## src/rtl/gate_array_regs.sv

```systemverilog
// gate_array_regs
//   Register file of the CPC Gate Array. Decodes CPU I/O writes aimed at the
//   Gate Array port and holds the pen-select register, the 16-entry ink table,
//   the border ink and the mode/ROM-control register. It translates the video
//   block's pen into an ink index and raises a one-cycle interrupt-counter
//   clear on request.
//
//   Optional feature macro: GA_MODE_SYNC_EN
//     defined   - a mode write only updates pending_mode; mode follows it at
//                 the start of each horizontal sync (no mid-line change)
//     undefined - mode follows the mode write directly; hsync_n is unused
//
//   Ports
//     clk, reset            system clock, asynchronous active-high reset
//     io_wr                 CPU I/O write strobe (level)
//     io_addr[15:0]         CPU I/O address, port selected when [15:14]=01
//     io_data[7:0]          CPU write data, command in [7:6]
//     hsync_n               video horizontal sync, active-low
//     pen[3:0]              pen being displayed
//     color[4:0]            ink index of pen (combinational)
//     border_color[4:0]     border ink index
//     mode[1:0]             active screen mode
//     int_clear             one-cycle interrupt-counter reset pulse
//     lower_rom_en          lower ROM paged in
//     upper_rom_en          upper ROM paged in
//
//   Write handshake: the strobe is level-sensitive and may be held for any
//   number of cycles. A write is taken only on the edge where io_wr is high,
//   was low on the previous edge and the port is selected, so each strobe
//   assertion commits exactly one write; the result is visible on the
//   outputs one cycle after that edge.

module gate_array_regs #(
  parameter logic [4:0] RESET_INK  = 5'd20,
  parameter logic [1:0] RESET_MODE = 2'd1
) (
  input  logic        clk,
  input  logic        reset,
  input  logic        io_wr,
  input  logic [15:0] io_addr,
  input  logic [7:0]  io_data,
  input  logic        hsync_n,
  input  logic [3:0]  pen,
  output logic [4:0]  color,
  output logic [4:0]  border_color,
  output logic [1:0]  mode,
  output logic        int_clear,
  output logic        lower_rom_en,
  output logic        upper_rom_en
);

  localparam logic [1:0] CMD_PENSEL = 2'b00;
  localparam logic [1:0] CMD_INK    = 2'b01;
  localparam logic [1:0] CMD_MRER   = 2'b10;

  logic       io_wr_q;
  // Low for the first edge after reset release. A strobe still held high
  // across reset must not look like a fresh rising edge, and an hsync that is
  // already low must not look like a fresh sync start.
  logic       armed;
  logic       sel_border;
  logic [3:0] sel_pen;
  logic [4:0] ink [16];
  logic [1:0] pending_mode;

  logic       select;
  logic       wr_edge;
  logic [1:0] cmd;
  logic       mrer_wr;

  assign select  = (io_addr[15:14] == 2'b01);
  assign wr_edge = armed && io_wr && !io_wr_q && select;
  assign cmd     = io_data[7:6];
  assign mrer_wr = wr_edge && (cmd == CMD_MRER);

  // No pipeline toward the video block: an ink change shows up mid-character.
  assign color = ink[pen];

  always_ff @(posedge clk or posedge reset) begin
    if (reset) begin
      io_wr_q      <= 1'b0;
      armed        <= 1'b0;
      sel_border   <= 1'b0;
      sel_pen      <= 4'd0;
      for (int i = 0; i < 16; i++) ink[i] <= RESET_INK;
      border_color <= RESET_INK;
      pending_mode <= RESET_MODE;
      lower_rom_en <= 1'b1;
      upper_rom_en <= 1'b1;
      int_clear    <= 1'b0;
    end else begin
      io_wr_q   <= io_wr;
      armed     <= 1'b1;
      // Only the write edge can raise it, so it drops after one cycle even
      // when the strobe is held.
      int_clear <= mrer_wr && io_data[4];
      if (wr_edge) begin
        case (cmd)
          CMD_PENSEL: begin
            sel_border <= io_data[4];
            sel_pen    <= io_data[3:0];
          end
          CMD_INK: begin
            // Inks 27-31 are kept as written.
            if (sel_border) border_color     <= io_data[4:0];
            else            ink[sel_pen]     <= io_data[4:0];
          end
          CMD_MRER: begin
            pending_mode <= io_data[1:0];
            lower_rom_en <= !io_data[2];
            upper_rom_en <= !io_data[3];
          end
          default: ; // command 11 is not decoded by this block
        endcase
      end
    end
  end

`ifdef GA_MODE_SYNC_EN
  logic hsync_q;
  logic hsync_start;

  assign hsync_start = armed && hsync_q && !hsync_n;

  always_ff @(posedge clk or posedge reset) begin
    if (reset) begin
      hsync_q <= 1'b1;
      mode    <= RESET_MODE;
    end else begin
      hsync_q <= hsync_n;
      // A mode write landing on the sync-start edge is forwarded so it is
      // not lost until the next line.
      if (hsync_start) mode <= mrer_wr ? io_data[1:0] : pending_mode;
    end
  end

  logic unused_bits;
  assign unused_bits = ^{io_addr[13:0], io_data[5]};
`else
  assign mode = pending_mode;

  logic unused_bits;
  assign unused_bits = ^{io_addr[13:0], io_data[5], hsync_n};
`endif

endmodule
```

## config.mk

```make
export PLATFORM = sky130hd
export DESIGN_NAME = gate_array_regs
export DESIGN_NICKNAME = d
export VERILOG_FILES = /design/src/rtl/gate_array_regs.sv
export SDC_FILE = /design/constraint.sdc
export NUM_CORES = 1
export LEC_CHECK = 0
export ABC_AREA = 1
export CAP_MARGIN = 0
export CORE_MARGIN = 5
export CORE_UTILIZATION = 44
export CTS_BUF_LIST = sky130_fd_sc_hd__clkbuf_8 sky130_fd_sc_hd__clkbuf_16
export CTS_CLUSTER_DIAMETER = 200
export DETAILED_ROUTE_END_ITERATION = 6
export PLACE_DENSITY = 0.64
export SLEW_MARGIN = 10
export SYNTH_ARGS = -nofsm -noshare
export SYNTH_HDL_FRONTEND = slang
export SYNTH_SLANG_ARGS = --single-unit
```

## constraint.sdc

```tcl
create_clock -name clk -period 7 [get_ports clk]
set_input_delay 0.7 -clock clk [delete_from_list [all_inputs] [get_ports clk]]
set_output_delay 0.7 -clock clk [all_outputs]
set_load 0.1 [all_outputs]
```

==> key figures <==
Finish
  – Final instance count without filler cells: 772
  – Number of diodes: 0
  – Most common cell after layout, fill and taps aside: sky130_fd_sc_hd__nand2_1
  – Layout Area Growth over Synthesis: 12.5%
  – Final design utilization: 0.505
  – Commonest cells after routing, fill and taps aside: sky130_fd_sc_hd__nand2_1 (214), sky130_fd_sc_hd__inv_1 (76), sky130_fd_sc_hd__nand3_1 (66)
  – Filler Cell Count: 1047
  – Ratio of cells with drive above 1 in the final layout: 0.120
  – Final nets: 660

Route
  – Average vias per placed instance: 4.98
  – Via Count: 3847
  – Average detailed-routed wire length per instance: 14.3 µm
  – Post-route DRC: 0
  – Number of detailed-routing iterations run before antenna repair: 6
  – Total length of routed wires: 11.1 mm
  – Final ANT Viol Nets: 0
  – Initial drt markers: 337

Critical path
  – Arrival time of data at the critical path endpoint: 4050 ps
  – Worst Path Required: 6300 ps
  – Origin of the critical flop-to-flop path: io_wr_q$_DFF_PP0_
  – Flop2flop setup slack: 4800 ps
  – Endpoint class of the critical path: output port
  – Startpoint-to-endpoint class of the critical path: input port to output port
  – Crit-path max FO: 21
  – Length in cells of the worst reg-to-reg path: 5
  – FF-to-FF End: upper_rom_en$_DFFE_PP1P_
  – Critical path startpoint category: input port

Timing
  – Clk_skew: 12.3 ps
  – Share of the clock period used by the worst path: 0.678
  – RSZ-0062 raised after global routing: no
  – Worst max-slew margin expressed relative to the limit: 0.290
  – Max Clk Rate: 211 MHz
  – Slew at the pin closest to its max-slew limit: 1060 ps
  – Final setup vio count: 0
  – Minimum clock period after layout: 4750 ps
  – Number of pins with negative max-slew slack in the final report: 0
  – Final worst-path setup slack: 2250 ps
  – Summed negative setup slack over all endpoints: 0 ps
  – Hold violation count in the final report: 0

Global routing
  – Global-route wire length before repair: 18.9 mm
  – Pin count of the biggest net entering global routing: 54
  – Antenna violations before repair: 0
  – Via count of the first global-routing pass: 3856
  – Remaining global-route overflow: 0
  – Global routing usage summed across all routing layers: 0.180

Clock network
  – Clock root buffer: sky130_fd_sc_hd__clkbuf_8
  – Post-CTS Resized: 0
  – Number of buffers created by CTS: 9
  – Buffers inserted by post-CTS timing repair: 0
  – CTS tree: yes
  – CTS Sinks: 97
  – Hold buffer count at CTS: 0
  – Source-to-sink clock delay at the later pin of the worst-skew pair: 370 ps
  – H-tree Lvls: 3
  – Register clock-pin slew on the reported worst setup and hold paths: 80 ps
  – Clock tree buffer depth: 2

Die
  – Initial Util: 0.449
  – Standard-cell rows: 38
  – Die H: 115 µm
  – Die outline area: 13300 µm²
  – Standard cell core area: 10800 µm²
  – Number of top-level design ports: 47
  – Horiz. Die Dim: 115 µm

Placed design
  – Cell Count Post-Placement: 757
  – Placer Congestion: 0.771
  – HPWL reported at the end of detailed placement: 7.15 mm
  – Count of buffers from port buffering: 30
  – Placement-stage worst setup slack: 2290 ps

Logic synthesis
  – Cell area after technology mapping: 4870 µm²
  – Most area-consuming cells after synthesis: sky130_fd_sc_hd__dfrtp_1 (31%), sky130_fd_sc_hd__dfstp_2 (20%), sky130_fd_sc_hd__nand2_1 (17%)
  – Count of distinct cell types in the synthesized netlist: 23
  – Part of the Yosys area used for sequential elements: 0.508
  – Post-synthesis cell count: 606
  – Synthesized area per cell: 8.03 µm²
  – FF+latch count, synth: 97
  – Yosys top cell by area: sky130_fd_sc_hd__dfrtp_1
  – Synthesized netlist net count: 638
  – Synthesis warning total: 0
  – Fraction of synthesized cell area taken by the top area cell type: 0.308

Power
  – Overall power after layout: 1.20 mW
  – Total power density per cell area: 219 nW/µm²
  – LEAKAGE: 2.33 nW
  – VDD IR-drop max: 0.112 mV

Worst hold path
  – Endpoint with the worst hold slack: border_color[4]$_DFFE_PP1P_
  – Class of the worst hold path: flop to flop
  – Hold Path Stages: 2
  – Hold path startpoint: border_color[4]$_DFFE_PP1P_

Status
  – Result of the run: finished, final reports clean

Run
  – Max-capacitance violation count: 0
[cell type report]
class | instances | area (µm²) | share of cell area
clock inverters | 5 | 97.6 | 0.0178
repair buffers | 33 | 323 | 0.0590
well taps | 140 | 175 | 0.0320
flip-flops and latches | 97 | 2470 | 0.452
multi-input cells | 410 | 1980 | 0.361
inverters | 77 | 290 | 0.0530
clock buffers | 10 | 138 | 0.0251
[metrics by stage]
| step | instance area [µm²] | hold WS [ps] |
|---|---|---|
| 2_1_floorplan | 4870 | 453 |
| 3_3_place_gp | 5240 | 454 |
| 3_5_place_dp | 5240 | 457 |
| 4_1_cts | 5470 | 471 |
| 5_1_grt | 5470 | 494 |
| 6_report | 5470 | 468 |
[registers in the layout (all words and copies together) (netlist names)]
name	cells
ink	80
border_color	5
sel_pen	4
mode	2
armed	1
int_clear	1
io_wr_q	1
lower_rom_en	1
sel_border	1
upper_rom_en	1
[routing by layer]
layer	track usage	up-vias	share of wire
met5	0	-	0
met4	0.0563	0	0.017
met3	0.0384	17	0.049
li1	-	1954	-
met2	0.270	85	0.42
met1	0.262	1791	0.51
[power breakdown]
| group | leakage, nW | total [mW] | internal [mW] | switching [mW] |
|---|---|---|---|---|
| sequential | 1.21 | 0.590 | 0.579 | 0.0105 |
| combinational | 0.991 | 0.171 | 0.0417 | 0.130 |
| clock | 0.125 | 0.436 | 0.243 | 0.193 |
[how the worst max path moves through the flow]
stage / start / to / slack [ps]
floorplan: reset / armed$_DFF_PP0_ / 3830
global placement: pen[0] / color[2] / 2290
detailed placement: pen[0] / color[2] / 2290
CTS: pen[0] / color[2] / 2280
global route: pen[1] / color[1] / 2040
finish: pen[1] / color[1] / 2250
[cell families after synthesis]
logic type             count (synthesis)  share of synthesized area
AOI/OAI and AO/OA                     89                     0.0923
buffers and inverters                 99                     0.0856
DFF                                   97                      0.508
other                                  1                   0.000770
and+or+nand+nor                      320                      0.313
[cells in the mapped netlist (all sizes together)]
cell and number:
nand4 1, o21ai 89, nand3 83, dfrtp 60, dfstp 37, clkinv 1
conb 1, buf 8, nand2 215, inv 76, nor2 21, clkbuf 14
[critical path, stage by stage]
cell and delay, ps:
sky130_fd_sc_hd__clkdlybuf4s50_1 860, sky130_fd_sc_hd__inv_1 790, sky130_fd_sc_hd__nand3_1 160, sky130_fd_sc_hd__nand3_1 170
sky130_fd_sc_hd__nand3_1 140, sky130_fd_sc_hd__nand2_1 90, sky130_fd_sc_hd__clkdlybuf4s50_1 1140
No activity file was read; power rests on OpenSTA's default activity.
